### src/rtl/ntt_pkg.sv
`default_nettype none
// ============================================================================
//  Module      : ntt_pkg
//  Description : Shared constants, FSM state encoding and twiddle-index helper
//                for the NTT/INTT sequencer.
//  Revision    : 1.0 - initial release
// ============================================================================
package ntt_pkg;

    localparam int LOG_N = 8;
    localparam int N     = 1 << LOG_N;
    localparam int Q     = 8380417;

    typedef enum logic [1:0] {
        IDLE  = 2'd0,
        RUN   = 2'd1,
        DRAIN = 2'd2,
        DONE  = 2'd3
    } state_e;

    // Forward (CT) walks the twiddle table upwards from 2^s; inverse (GS)
    // walks it downwards from 2^(LOG_N-s)-1, so the two runs cover 1..N-1
    // in opposite orders. The caller truncates to the ROM address width.
    function automatic int tw_index(input int s, input int g, input logic inverse,
                                    input int log_n);
        if (inverse) begin
            return (1 << (log_n - s)) - 1 - g;
        end
        return (1 << s) + g;
    endfunction

endpackage
`default_nettype wire

### src/rtl/ntt_addr_delay.sv
`default_nettype none
// ============================================================================
//  Module      : ntt_addr_delay
//  Description : LAT-deep shift register carrying the write strobe and the
//                pair addresses from issue to write-back.
//  Revision    : 1.0 - initial release
// ============================================================================
module ntt_addr_delay #(
    parameter int WIDTH = 17,
    parameter int LAT   = 2
) (
    input  logic             clk_i,
    input  logic             rst_i,
    input  logic [WIDTH-1:0] d_i,
    output logic [WIDTH-1:0] q_o
);

    logic [WIDTH-1:0] r_pipe [LAT];

    // Shift one slot per cycle; reset empties every slot so no stale write
    // can emerge after an abort.
    always_ff @(posedge clk_i) begin
        if (rst_i) begin
            for (int k = 0; k < LAT; k++) begin
                r_pipe[k] <= '0;
            end
        end else begin
            r_pipe[0] <= d_i;
            for (int k = 1; k < LAT; k++) begin
                r_pipe[k] <= r_pipe[k-1];
            end
        end
    end

    assign q_o = r_pipe[LAT-1];

endmodule
`default_nettype wire

### src/rtl/ntt_ctrl.sv
`default_nettype none
// ============================================================================
//  Module      : ntt_ctrl
//  Description : Stage/butterfly sequencer for an in-place radix-2 NTT/INTT.
//                Issues one butterfly pair per cycle (read addresses, twiddle
//                index, mode selects) and the matching write-back addresses
//                LAT cycles later.
//  Revision    : 1.0 - initial release
// ============================================================================
module ntt_ctrl #(
    parameter int LOG_N = 8,
    parameter int LAT   = 2
) (
    input  logic                     clk_i,
    input  logic                     rst_i,
    input  logic                     start_i,
    input  logic                     inverse_i,
    input  logic                     red_i,
    output logic                     busy_o,
    output logic                     done_o,
    output logic                     rd_en_o,
    output logic [LOG_N-1:0]         rd_addr_a_o,
    output logic [LOG_N-1:0]         rd_addr_b_o,
    output logic [LOG_N-1:0]         tw_addr_o,
    output logic                     sel_butterfly_o,
    output logic                     sel_red_o,
    output logic                     wr_en_o,
    output logic [LOG_N-1:0]         wr_addr_a_o,
    output logic [LOG_N-1:0]         wr_addr_b_o,
    output logic [$clog2(LOG_N)-1:0] stage_o
);

    import ntt_pkg::*;

    localparam int c_N    = 1 << LOG_N;
    localparam int c_HALF = c_N / 2;
    localparam int c_CW   = LOG_N - 1;
    localparam int c_SW   = $clog2(LOG_N);
    localparam int c_DW   = 2 * LOG_N + 1;

    state_e           r_state;
    logic [c_CW-1:0]  r_cnt;
    logic [3:0]       r_dcnt;

    logic [c_SW-1:0]  w_iss_stage;
    logic [c_CW-1:0]  w_iss_cnt;
    logic             w_iss_inv;
    logic [LOG_N-1:0] w_iss_a;
    logic [LOG_N-1:0] w_iss_b;
    logic [LOG_N-1:0] w_iss_tw;
    logic [c_DW-1:0]  w_dly_in;
    logic [c_DW-1:0]  w_dly_out;

    // Pair geometry for butterfly c of stage s. The span len is a power of
    // two, so group/offset split and the 2*g*len product reduce to shifts.
    function automatic logic [3*LOG_N-1:0] pair_addr(input logic [c_SW-1:0] s,
                                                     input logic [c_CW-1:0] c,
                                                     input logic inv);
        int               lg;
        logic [LOG_N-1:0] cx;
        logic [LOG_N-1:0] len;
        logic [LOG_N-1:0] g;
        logic [LOG_N-1:0] j;
        logic [LOG_N-1:0] a;
        logic [LOG_N-1:0] b;
        logic [LOG_N-1:0] tw;
        lg  = inv ? int'(s) : (LOG_N - 1 - int'(s));
        cx  = LOG_N'(c);
        len = LOG_N'(1) << lg;
        g   = cx >> lg;
        j   = cx & (len - LOG_N'(1));
        a   = (g << (lg + 1)) | j;
        b   = a + len;
        tw  = LOG_N'(tw_index(int'(s), int'(g), inv, LOG_N));
        return {a, b, tw};
    endfunction

    // Stage, counter and mode of the pair that will be on the outputs next
    // cycle, so the registered outputs line up with the FSM state.
    always_comb begin
        w_iss_stage = stage_o;
        w_iss_cnt   = r_cnt + c_CW'(1);
        w_iss_inv   = sel_butterfly_o;
        case (r_state)
            IDLE: begin
                w_iss_stage = '0;
                w_iss_cnt   = '0;
                w_iss_inv   = inverse_i;
            end
            DRAIN: begin
                w_iss_stage = stage_o + c_SW'(1);
                w_iss_cnt   = '0;
            end
            default: ;
        endcase
        {w_iss_a, w_iss_b, w_iss_tw} = pair_addr(w_iss_stage, w_iss_cnt, w_iss_inv);
    end

    // Sequencer FSM with registered issue outputs; DRAIN holds off the next
    // stage until the last write-back of the current one has landed.
    always_ff @(posedge clk_i) begin
        if (rst_i) begin
            r_state         <= IDLE;
            r_cnt           <= '0;
            r_dcnt          <= '0;
            stage_o         <= '0;
            busy_o          <= 1'b0;
            done_o          <= 1'b0;
            rd_en_o         <= 1'b0;
            rd_addr_a_o     <= '0;
            rd_addr_b_o     <= '0;
            tw_addr_o       <= '0;
            sel_butterfly_o <= 1'b0;
            sel_red_o       <= 1'b0;
        end else begin
            done_o <= 1'b0;
            case (r_state)
                IDLE: begin
                    if (start_i) begin
                        sel_butterfly_o <= inverse_i;
                        sel_red_o       <= red_i;
                        stage_o         <= '0;
                        r_cnt           <= '0;
                        busy_o          <= 1'b1;
                        rd_en_o         <= 1'b1;
                        rd_addr_a_o     <= w_iss_a;
                        rd_addr_b_o     <= w_iss_b;
                        tw_addr_o       <= w_iss_tw;
                        r_state         <= RUN;
                    end
                end
                RUN: begin
                    if (r_cnt == c_CW'(c_HALF - 1)) begin
                        r_dcnt      <= '0;
                        rd_en_o     <= 1'b0;
                        rd_addr_a_o <= '0;
                        rd_addr_b_o <= '0;
                        tw_addr_o   <= '0;
                        r_state     <= DRAIN;
                    end else begin
                        r_cnt       <= r_cnt + c_CW'(1);
                        rd_en_o     <= 1'b1;
                        rd_addr_a_o <= w_iss_a;
                        rd_addr_b_o <= w_iss_b;
                        tw_addr_o   <= w_iss_tw;
                    end
                end
                DRAIN: begin
                    if (r_dcnt == 4'(LAT - 1)) begin
                        if (stage_o == c_SW'(LOG_N - 1)) begin
                            done_o  <= 1'b1;
                            r_state <= DONE;
                        end else begin
                            stage_o     <= stage_o + c_SW'(1);
                            r_cnt       <= '0;
                            rd_en_o     <= 1'b1;
                            rd_addr_a_o <= w_iss_a;
                            rd_addr_b_o <= w_iss_b;
                            tw_addr_o   <= w_iss_tw;
                            r_state     <= RUN;
                        end
                    end else begin
                        r_dcnt <= r_dcnt + 4'd1;
                    end
                end
                DONE: begin
                    busy_o  <= 1'b0;
                    r_state <= IDLE;
                end
                default: r_state <= IDLE;
            endcase
        end
    end

    assign w_dly_in = {rd_en_o, rd_addr_a_o, rd_addr_b_o};

    ntt_addr_delay #(
        .WIDTH (c_DW),
        .LAT   (LAT)
    ) u_addr_delay (
        .clk_i (clk_i),
        .rst_i (rst_i),
        .d_i   (w_dly_in),
        .q_o   (w_dly_out)
    );

    assign {wr_en_o, wr_addr_a_o, wr_addr_b_o} = w_dly_out;

endmodule
`default_nettype wire

### config.mk
export PLATFORM = sky130hd
export DESIGN_NAME = ntt_ctrl
export DESIGN_NICKNAME = d
export VERILOG_FILES = /design/src/rtl/ntt_pkg.sv /design/src/rtl/ntt_addr_delay.sv /design/src/rtl/ntt_ctrl.sv
export SDC_FILE = /design/constraint.sdc
export NUM_CORES = 1
export LEC_CHECK = 0
export BUFFER_PORTS_ARGS = -buffer_cell sky130_fd_sc_hd__buf_2
export CORE_ASPECT_RATIO = 1.5
export CORE_MARGIN = 1.5
export CORE_UTILIZATION = 54
export CTS_CLUSTER_SIZE = 12
export DETAILED_ROUTE_END_ITERATION = 7
export GPL_ROUTABILITY_DRIVEN = 0
export GPL_TIMING_DRIVEN = 0
export PLACE_DENSITY = 0.77
export SLEW_MARGIN = 25
export SYNTH_ARGS = -nofsm -noshare
export SYNTH_HDL_FRONTEND = slang
export SYNTH_HIERARCHICAL = 1
export SYNTH_SLANG_ARGS = --single-unit
### constraint.sdc
create_clock -name clk_i -period 3.7 [get_ports clk_i]
set_input_delay 0.555 -clock clk_i [delete_from_list [all_inputs] [get_ports clk_i]]
set_output_delay 0.555 -clock clk_i [all_outputs]
set_load 0.02 [all_outputs]
Word level (Yosys, flattened, before mapping) --
Memory sizes are Yosys's and may differ from the RTL's. Cells that the tools add are included.
Word-level totals: bits in registers 45, bits in latches 0, RAM bits 34, ROM bits 0, bits of input ports 5, output and inout bits 49, logic and storage cells 112, memories kept 1
Memory list:
- u_addr_delay.r_pipe | depth 2, width 17, rd ports 2, clocked after Yosys merged registers in 0, write ports 2, line ntt_addr_delay.sv:18 | logic [WIDTH-1:0] r_pipe [LAT];
Cells by class: add/subtract/negate cells 11, multiply operators 0, divide/modulo/power cells 0, magnitude comparators 0, eq/ne operators 12, shift operators 5, muxes and demuxes 51, bitwise gates (word level) 6, reduce and logical (&&, ||, !) cells 14
Operator list (count):
- 2-to-1 mux 8 bit | 14
- one-hot mux 8 bit (3 select lines) | 3
- left shift 1 x 32 -> 8 bit (first input constant) | 2
- 2-to-1 mux 7 bit | 5
- 2-to-1 mux 17 bit | 2
- adder 32 x 2 -> 32 bit (second input constant) | 1
- 2-to-1 mux 32 bit | 1
- left shift 8 x 32 -> 8 bit | 1
- >> shifter 7 x 32 -> 8 bit | 1
- one-hot mux 7 bit (3 select lines) | 1
- adder 8 bit | 2
- inequality test 2 bit (second input constant) | 6
- one-hot mux 3 bit (2 select lines) | 2
- 2-to-1 mux 1 bit | 10
- 2-to-1 mux 3 bit | 3
- bitwise AND 7 x 8 -> 8 bit | 1
- 2-to-1 mux 2 bit | 4
- 2-to-1 mux 4 bit | 2
- bitwise OR 8 bit | 1
- one-hot mux 2 bit (4 select lines) | 1
- one-hot mux 4 bit (2 select lines) | 1
- AND reduction 4 bit | 2
- left shift 1 x 3 -> 8 bit (first input constant) | 1
- subtractor 8 x 1 -> 8 bit (second input constant) | 1
- other kinds (24) | 31

Longest topological paths before layout --
depth in word-level cells 12, mapped depth 22, mapped depth without buffers 21

Cells and area by module --
The synthesis kept the hierarchy.
Modules (own cells, without submodules):
- ntt_ctrl | instances 1, cells an instance 521, area each 3975.1 µm², seq. area each 900.9 µm²
- ntt_addr_delay | instances 1, cells an instance 88, area each 1064.8 µm², seq. area each 680.7 µm²

Least setup slack after synthesis --
No wires, ideal clock.
path type reg2reg, start point reg stage_o[0], end point reg rd_addr_b_o[7], setup time 0.062 ns, data arrival time 4.162 ns, required time 3.638 ns, setup slack -0.524 ns, stages on the path, launching flop included 21, path buffers 1, clock period less this slack 4.224 ns, path through dfxtp_1 ha_1 ha_1 xnor2_1 nand2_1 a21o_1 buf_4 inv_2 nor2_1 nand2_1 ha_1 nor2b_1 o31ai_2 xnor2_1 a311o_1 ha_1 o21a_1 o41a_1 xor2_1 a2111o_1 nand3_1
Between the ends: longest elaborated chain between the ends 12, elaborated cells between the ends (all ways) 20, those cells by class add/sub (5); eq/ne (2); shift (3); mux (7); bitwise (2); reduce/logical (1)
Ends and longest elaborated chain:
- start: declaration | line ntt_ctrl.sv:30 | output logic [$clog2(LOG_N)-1:0] stage_o
- start signal: assignment | line ntt_ctrl.sv:154 | stage_o <= stage_o + c_SW'(1);
- parallel branches: the longest is 12 deep, another holds adder 32 x 2 -> 32 bit
- end signal: assignment | line ntt_ctrl.sv:127 | rd_addr_b_o <= w_iss_b;
- end signal: assignment | line ntt_ctrl.sv:144 | rd_addr_b_o <= w_iss_b;
- end signal: assignment | line ntt_ctrl.sv:158 | rd_addr_b_o <= w_iss_b;
- end: declaration | line ntt_ctrl.sv:23 | output logic [LOG_N-1:0] rd_addr_b_o,
Parallel ways; which one is timed is not known. The select of a mux whose other input is x is not followed. A chain may end at the register's enable or synchronous reset.

Worst setup path after layout --
Ends and elaborated chain as after synthesis.

==> summary.md <==
| Metric | Value |
|---|---|
| Status | complete, but fails checks |
| Failing checks | setup timing |
| Asr flop ratio synth | 0% |
| Worst Path Required | 3.98 ns |
| Synth Cell Area | 5040 sq um |
| Routed Antenna Nets | 0 |
| Power Dens Cells | 366.6 nW/um^2 |
| DR vias/cell | 6.161 |
| Drt wl/cell | 18.96 um |
| Fmax achieved | 246.8 MHz |
| Rel. slew slack | 35.97% |
| Synth Instances | 609 |
| Clock Latency Late Sink | 0.35 ns |
| Starting Density | 55.10% |
| Placed cell areas | 5542 sq um |
| Worst slew pin tran | 0.9531 ns |
| Top post-synthesis cells by area | dfxtp_1 (31%), ha_1 (8.2%), nor2b_1 (5.7%), nor2_1 (5.1%), a21oi_1 (4.2%) |
| Num rows | 43 |
| Most frequent cells in the layout | dfxtp_1 (72), nor2_1 (66), buf_2 (56), buf_4 (52), nand2_1 (45) |
| CTS root buf | clkbuf_16 |
| Clock sinks | 79 |
| Sequential share of the synthesized area | 31.38% |
| Ys flop type | dfxtp_1 |
| Static leakage | 0.002869 uW |
| Syn Nets | 650 |
| Worst setup margin | -0.3518 ns |
| H-tree depth | 3 |
| Final Cycle Share | 109.5% |
| CTS tree | built |
| Max-cap violations | 0 |
| Worst EP arrival | 4.33 ns |
| # hold bufs at CTS | 0 |
| Endpoints failing setup | 4 |
| Non-Filler Instances | 825 |
| Global route overflow | 0 |
| Iteration-0 DRC count of the detailed router | 480 |
| Synth warn | 6 |
| Global-route wire length before repair | 24,250 um |
| CP Class | reg2reg |
| Cts bufs inserted | 9 |
| Worst Setup EP | rd_addr_b_o[7] |
| EDFF count, synth | 0 |
| Die width | 81.88 um |
| Post-Layout Inst Area | 6472 sq um |
| Setup WS pre-CTS | -0.7038 ns |
| Nets | 750 |
| Final hold slack | 0.4333 ns |
| Tot Pwr | 2373 uW |
| Slew Limit Fails | 0 |
| Cell taking the most area after synthesis | dfxtp_1 |
| Total die area | 9934 sq um |
| Routed via count | 5,083 |
| Worst Reg-to-Reg Cells | 22 |
| Seq cells post-synth | 79 |
| Clk pin slew, worst setup/hold paths | 0.06 ns |
| Worst setup EP type | flip-flop |
| Inserted Diodes | 0 |
| Worst R2R Setup Slack | -0.35 ns |
| Area Growth Syn to Fin | 28.43% |
| Crit Path Max Fanout | 5 |
| Vias in the first global route | 4,927 |
| Synth cell types | 76 |
| Worst setup path start | stage_o[0] |
| RSZ-0062 raised after global routing | yes |
| DRC Markers | 0 |
| CP Launch Type | flip-flop |
| Dpl hpwl | 10,170 um |
| Drt first pass iters | 6 |
| Maximum VDD drop | 0.2946 mV |
| Post-synth top area share | 31.38% |
| Syn avg cell area | 8.276 sq um |
| Most common cell after layout, fill and taps aside | dfxtp_1 |
| Largest net degree at the start of global routing | 13 |
| Reg-to-Reg Start | stage_o[0] |
| Die Height | 121.3 um |
| GRT Util Overall | 32.66% |
| Core box area | 9146 sq um |
| Inst Count DP | 774 |
| Hold Violations, Final | 0 |
| R2R Path End | rd_addr_b_o[7] |
| Clock Path Buffers | 2 |
| Initial antenna violation count | 0 |
| Port buffer count | 53 |
| Worst hold-check path type | reg2reg |
| Share of layout cells above drive strength 1 | 30.58% |
| Crit path time final | 4.052 ns |
| Setup Skew | 0.007938 ns |
| I/O pins | 54 |
| DRT Wirelength | 15,640 um |
==> stage by stage <==
stage	util [%]	TNS, ns
floorplan	-	-0.1067
global placement	60.55	-2.665
detailed placement	60.59	-3.585
CTS	68.92	-0.5542
global route	70.77	-1.457
finish	70.77	-0.6186
==> flip-flops by register name, summed over array words and instances, names as in the netlist, 2 cells and up <==
register	count
u_addr_delay/r_pipe	34
rd_addr_a_o	8
rd_addr_b_o	8
tw_addr_o	8
r_cnt	7
r_dcnt	4
stage_o	3
r_state	2
==> cells in the mapped netlist (all sizes together), types with 13 or more instances <==
master	number
ha	33
nand3	16
a21oi	45
nor2	69
nor3	20
nor2b	46
inv	28
o21ai	29
xnor2	19
a22oi	13
nand2	48
buf	31
dfxtp	79
clkbuf	16
==> cells by family (layout without fill, tap and decap cells) <==
logic type      after synthesis  after routing  synth area share (%)
mux                           7              7                 1.639
fa+ha+maj                    36             36                 9.384
compound gates              149            149                 20.75
buf+inv                      75            179                 7.770
flops                        79             79                 31.38
simple gates                236            236                 23.86
xor+xnor                     27             27                 5.214
==> worst min path at each step <==
| stage | startpoint | to | cells after the start |
|---|---|---|---|
| global route | u_addr_delay/r_pipe[0][13] | u_addr_delay/r_pipe[0][30] | 1 |
| global placement | u_addr_delay/r_pipe[0][2] | u_addr_delay/r_pipe[0][19] | 1 |
| detailed placement | u_addr_delay/r_pipe[0][3] | u_addr_delay/r_pipe[0][20] | 1 |
| CTS | u_addr_delay/r_pipe[0][3] | u_addr_delay/r_pipe[0][20] | 1 |
| finish | u_addr_delay/r_pipe[0][8] | u_addr_delay/r_pipe[0][25] | 1 |
| floorplan | u_addr_delay/r_pipe[0][0] | u_addr_delay/r_pipe[0][17] | 1 |
==> metal layers <==
metal	GRT usage [%]	wire length, um
met4	23.94	1395
met5	0	0
met1	33.35	5377
met2	56.30	7756
met3	7.218	1112
==> layout make-up <==
| type | instances | area (sq um) |
|---|---|---|
| multi-input cells | 455 | 3407 |
| well taps | 112 | 140.1 |
| clock inverters | 3 | 65.06 |
| inverters | 28 | 117.6 |
| clock buffers | 12 | 257.7 |
| flip-flops and latches | 79 | 1593 |
| fillers | 693 | 2674 |
| repair buffers | 89 | 568.0 |
| plain buffers | 47 | 324.1 |
==> report_power, final <==
part / internal (uW) / switching [uW] / leakage [uW]
Clock: 627 / 341 / 0.000158
Sequential: 889 / 20.5 / 0.000646
Combinational: 196 / 299 / 0.00207
Total: 1710 / 660 / 0.00287
==> worst max-delay path, stage by stage, from the launching register on <==
cell and delay, ns:
dfxtp_4 0.36, ha_4 0.16, ha_4 0.24, xnor2_2 0.12
nand2_1 0.06, a21o_1 0.13, buf_6 0.15, inv_8 0.05
nor2_4 0.21, nand2_4 0.10, ha_4 0.28, nor2_1 0.04
a21oi_2 0.13, inv_1 0.08, ha_1 0.28, a21o_1 0.19
a21oi_2 0.17, nor2b_1 0.07, o21a_1 0.19, o41a_1 0.40
xor2_1 0.19, a2111o_1 0.30, nand3_1 0.07
==> timing repair <==
item                                    4_1_cts  5_1_grt
endpoints found under the setup margin        9        8
gates resized for setup                      44       29
buffers inserted                             27        9
pin swaps                                    22       17
(Power assumes the default switching activity.)
